--- src/rtl/icache_fill_ctrl.sv ---
// I-cache refill sequencer: one outstanding block load per demand miss, with an
// optional next-line prefetcher enabled by defining ICACHE_PREFETCH_EN.
module icache_fill_ctrl #(
  parameter int BLOCK_BYTES = 8,
  parameter int TAG_W       = 4
) (
  input  logic             clock,
  input  logic             reset,
  input  logic             miss_valid,
  input  logic [31:0]      miss_addr,
  input  logic             restore_valid,
  output logic             miss_busy,
  input  logic             mem_gnt,
  output logic [1:0]       proc2mem_command,
  output logic [31:0]      proc2mem_addr,
  input  logic [TAG_W-1:0] mem2proc_transaction_tag,
  input  logic [63:0]      mem2proc_data,
  input  logic [TAG_W-1:0] mem2proc_data_tag,
  output logic             fill_valid,
  output logic [31:0]      fill_addr,
  output logic [63:0]      fill_data,
  output logic             fill_is_demand,
  output logic [31:0]      pf_probe_addr,
  input  logic             pf_present
);
  typedef enum logic [1:0] {IDLE, REQ, WAIT, FILL} state_t;
  localparam logic [1:0]  BUS_NONE = 2'd0;
  localparam logic [1:0]  BUS_LOAD = 2'd1;
  localparam logic [31:0] BLK_MASK = ~(32'(BLOCK_BYTES) - 32'd1);

  state_t             state_q, state_d;
  logic [31:0]        addr_q, addr_d;
  logic [TAG_W-1:0]   tag_q, tag_d;
  logic [63:0]        data_q, data_d;
  logic               is_pf_q, is_pf_d, squashed_q, squashed_d;
  logic [31:0]        pf_addr_q, pf_addr_d;
  logic               pf_vld_q, pf_vld_d;

  always_ff @(posedge clock or posedge reset) begin
    if (reset) begin
      state_q    <= IDLE;
      addr_q     <= '0;
      tag_q      <= '0;
      data_q     <= '0;
      is_pf_q    <= 1'b0;
      squashed_q <= 1'b0;
      pf_addr_q  <= '0;
      pf_vld_q   <= 1'b0;
    end else begin
      state_q    <= state_d;
      addr_q     <= addr_d;
      tag_q      <= tag_d;
      data_q     <= data_d;
      is_pf_q    <= is_pf_d;
      squashed_q <= squashed_d;
      pf_addr_q  <= pf_addr_d;
      pf_vld_q   <= pf_vld_d;
    end
  end

  always_comb begin
    state_d    = state_q;
    addr_d     = addr_q;
    tag_d      = tag_q;
    data_d     = data_q;
    is_pf_d    = is_pf_q;
    squashed_d = squashed_q;
    pf_addr_d  = pf_addr_q;
    pf_vld_d   = pf_vld_q;
    case (state_q)
      IDLE: begin
        if (miss_valid) begin
          // a demand miss always wins; any pending prefetch candidate is dropped
          pf_vld_d = 1'b0;
          if (!restore_valid) begin
            addr_d     = miss_addr & BLK_MASK;
            tag_d      = '0;
            is_pf_d    = 1'b0;
            squashed_d = 1'b0;
            state_d    = REQ;
          end
        end
`ifdef ICACHE_PREFETCH_EN
        else if (pf_vld_q) begin
          pf_vld_d = 1'b0;
          if (!pf_present) begin
            addr_d     = pf_addr_q;
            tag_d      = '0;
            is_pf_d    = 1'b1;
            squashed_d = 1'b0;
            state_d    = REQ;
          end
        end
`endif
      end
      REQ: begin
        // once memory has taken the request it cannot be cancelled, so a
        // same-cycle redirect only marks the fill as squashed
        if (mem_gnt && (mem2proc_transaction_tag != '0)) begin
          tag_d      = mem2proc_transaction_tag;
          squashed_d = restore_valid && !is_pf_q;
          state_d    = WAIT;
        end else if (restore_valid && !is_pf_q) begin
          state_d = IDLE;
        end
      end
      WAIT: begin
        if (restore_valid && !is_pf_q) squashed_d = 1'b1;
        if ((tag_q != '0) && (mem2proc_data_tag == tag_q)) begin
          data_d  = mem2proc_data;
          tag_d   = '0;
          state_d = FILL;
        end
      end
      FILL: begin
        state_d = IDLE;
`ifdef ICACHE_PREFETCH_EN
        if (!is_pf_q) begin
          pf_addr_d = addr_q + 32'(BLOCK_BYTES);
          pf_vld_d  = 1'b1;
        end
`endif
      end
      default: state_d = IDLE;
    endcase
  end

  assign miss_busy        = (state_q != IDLE);
  assign proc2mem_command = (state_q == REQ) ? BUS_LOAD : BUS_NONE;
  assign proc2mem_addr    = (state_q == REQ) ? addr_q : '0;
  assign fill_valid       = (state_q == FILL);
  assign fill_addr        = (state_q == FILL) ? addr_q : '0;
  assign fill_data        = (state_q == FILL) ? data_q : '0;
  assign fill_is_demand   = (state_q == FILL) && !is_pf_q && !squashed_q;

`ifdef ICACHE_PREFETCH_EN
  assign pf_probe_addr = pf_vld_q ? pf_addr_q : '0;
`else
  logic unused_pf_present;
  assign unused_pf_present = pf_present;
  assign pf_probe_addr     = '0;
`endif
endmodule
--- config.mk ---
export PLATFORM = sky130hd
export DESIGN_NAME = icache_fill_ctrl
export DESIGN_NICKNAME = d
export VERILOG_FILES = /design/src/rtl/icache_fill_ctrl.sv
export SDC_FILE = /design/constraint.sdc
export NUM_CORES = 1
export LEC_CHECK = 0
export BUFFER_PORTS_ARGS = -buffer_cell sky130_fd_sc_hd__buf_4
export CORE_UTILIZATION = 48
export DETAILED_ROUTE_END_ITERATION = 12
export PLACE_DENSITY = 0.89
export SKIP_LAST_GASP = 1
export SLEW_MARGIN = 10
export SYNTH_ARGS = -nofsm -noshare
export SYNTH_HDL_FRONTEND = slang
export SYNTH_SLANG_ARGS = --single-unit
--- constraint.sdc ---
create_clock -name clock -period 5.8 [get_ports clock]
set_input_delay 1.16 -clock clock [delete_from_list [all_inputs] [get_ports clock]]
set_output_delay 1.16 -clock clock [all_outputs]
set_load 0.03 [all_outputs]
==> key figures <==
Yosys
  – Post-synthesis cell type count: 32
  – Ys async rst share: 1.00
  – Ys flop type: dfrtp_1
  – Seq/Total Area, Yosys: 0.468
  – Synth top area cells: dfrtp_1, mux2_4, and2_1, mux2_2, buf_4
  – Synth area leader: dfrtp_1
  – Count leader, synth: and2_1
  – YS warnings: 0
  – Post-synth EDFFs: 0
  – Share of the synthesized area in the top cell type: 0.468
  – Synthesized flop and latch total: 100
  – Synthesized area: approximately 5400 um^2
  – Synth Instances: about 420
  – Syn Area/Cell: 12.6 um^2
  – Commonest cells post-synth: and2_1, dfrtp_1, mux2_4

Die
  – Die Area: between 10000 and 15000 um^2
  – Starting density of the core: 0.494
  – Vert. Die Dim: approximately 110 um
  – Core Box Area: approximately 11000 um^2
  – Chip Width: 108 um
  – I/O pin count: about 280
  – Rows: 38

Setup path
  – R2r worst-path depth: 5
  – Worst path most repeated cell: buf_4
  – Worst Setup End Kind: output pin
  – CP Launch Type: register
  – CP delay by family, top: adder cells
  – CP Max Fanout: between 50 and 60
  – Critical Path AT: roughly 2300 ps
  – Crit-path cells: ha_2, buf_4, and2_1, buf_4
  – Buffers & Inverters on Critical Path: 2
  – Slowest cell on crit path: ha_2
  – Instance count on the critical path: 4
  – Required time of the critical path: approximately 4600 ps
  – Worst setup path category: reg -> out
  – CP max stage delay: about 640 ps

STA
  – RSZ-0062 raised after global routing: no
  – Tmin final: between 3000 and 4000 ps
  – Min Hold Slack: around 510 ps
  – Final period utilization: 0.598
  – Clock Skew: just over 10 ps
  – TNS Setup: 0 ps
  – Rel. slew slack: 0.231
  – Least-Margin Pin Slew: approximately 1200 ps
  – Max Transition Viols Final: 0
  – Max frequency: about 290 MHz
  – Final Hold Viols: 0
  – Final setup vio count: 0

Cells and area
  – Antenna cell count: 0
  – Layout cell share with drive strength beyond 1: 0.542
  – P&R area growth vs syn: 33.7%
  – Final net count: 758
  – Layout Cells excl Fill: slightly below 800
  – Number of fill cells: a little over 800
  – Finished Cell Area: slightly above 7000 um^2

Clock tree
  – CTS clock-pin slew for the worst setup and hold paths: approximately 80 ps
  – Post-CTS sizing: 0
  – Cts bufs inserted: 9
  – Clock tree sinks: 100
  – CTS Root Cell: clkbuf_8
  – Maximum level of the CTS H-tree: 3
  – Clock Path Buffers: 2
  – CTS tree: yes
  – Cts hold-fix bufs: 0
  – Skew-Pair Late Insertion Delay: about 360 ps
  – Number of setup buffers added after CTS: 0

Drt
  – Drt first pass iters: 4
  – Detailed-route via count: approximately 3800
  – Drt via density: between 4 and 5
  – Antenna Nets Post-Route: 0
  – Wire per inst: 16.1 um
  – DRT Wirelength: ~13 mm
  – Drt drc: 0
  – Drt initial violations: between 100 and 150

Power
  – Peak VDD IR: about 280 uV
  – P_leak: about 4.0 nW
  – Cell Pwr Density: roughly 460 nW/um^2
  – Power Total: 3.26 mW

Global routing
  – Number of global-route vias before repair: ~3900
  – Largest net degree at the start of global routing: 57
  – Gr usage total: 0.222
  – First-pass GRT wire length: a little under 20 mm
  – Grt ovf: 0
  – Initial antenna violation count: 0

Placement
  – HPWL Detailed: around 9.4 mm
  – Post-Place Cell Area: slightly below 7000 um^2
  – Buffers added on ports: 231
  – GPL Wtd Cong: 0.810
  – Cell Count Post-Placement: around 770

Worst hold path
  – Worst min path class: reg -> reg
  – Hold Path Stages: 2

Flow run
  – Maxcap violations: 0

Outcome
  – Status: complete, no violations
## per-layer routing
layer	up-vias	track usage	wire, um
met1	1828	0.248	4820
met5	-	0	0
li1	1753	-	-
met4	0	0.0861	209
met3	18	0.0593	1060
met2	189	0.401	6580
## stage by stage
stage               worst slack, ps  utilization
floorplan                      2020            -
global route                   2120        0.660
detailed placement             2480        0.641
finish                         2330        0.660
global placement               2540        0.641
CTS                            2280        0.660
## placed cells by master, fill, tap and decap left out, drive strengths merged, types with 2 or more instances in the layout
master	count
buf	234
and2	122
dfrtp	100
mux2	94
conb	39
clkbuf	13
inv	6
nand2	5
nand4	5
a21bo	4
ha	4
xnor2	3
a31oi	2
or2	2
o21ai	2
clkinv	2
## path summary, 6_finish.rpt
kind / start / endpoint / slack (ps)
setup / recovery: state_q[0]$_DFFE_PP0P_ / fill_data[45] / 2330
hold reg to reg: squashed_q$_DFFE_PP0P_ / squashed_q$_DFFE_PP0P_ / 510
setup reg to reg: tag_q[0]$_DFFE_PP0P_ / data_q[60]$_DFFE_PP0P_ / 3130
min in group asynchronous: reset / data_q[10]$_DFFE_PP0P_ / 850
max in group asynchronous: reset / data_q[21]$_DFFE_PP0P_ / 3830
hold / removal: squashed_q$_DFFE_PP0P_ / squashed_q$_DFFE_PP0P_ / 510
## layout make-up
cell class              count  area [um^2]  area share
clock buffers              13          169      0.0236
inverters                   6         25.0     0.00350
multi-input cells         293         2480       0.347
clock inverters             3         43.8     0.00612
flip-flops and latches    100         2500       0.350
well taps                 140          175      0.0245
repair buffers            234         1760       0.245
## registers in the layout, indices dropped and copies added, names as in the netlist, named ones only
name and cells:
state_q 1, tag_q 4, addr_q 29, squashed_q 1, data_q 64
## logic make-up (layout without fill, tap and decap cells)
group / count (synthesis) / in the layout / synth area share
xor+xnor: 3 / 3 / 0.00491
compound gates: 12 / 12 / 0.0196
other cells: 1 / 39 / 0.000701
fa+ha+maj: 4 / 4 / 0.00935
simple gates: 141 / 141 / 0.162
flops: 100 / 100 / 0.468
buf+inv: 69 / 256 / 0.0958
mux: 94 / 94 / 0.240
## power by group
group          switching (mW)  total [mW]  internal, mW
registers               0.217        1.26          1.04
clock network           0.233       0.469         0.235
logic                   0.778        1.54         0.759
total                    1.23        3.26          2.03
## worst min-delay path, delay by kind of cell (launching register included)
| kind | cells | cell delay (ps) |
|---|---|---|
| DFF | 1 | 360 |
| and+or+nand+nor | 2 | 120 |
Power figures use the tool's default switching activity.
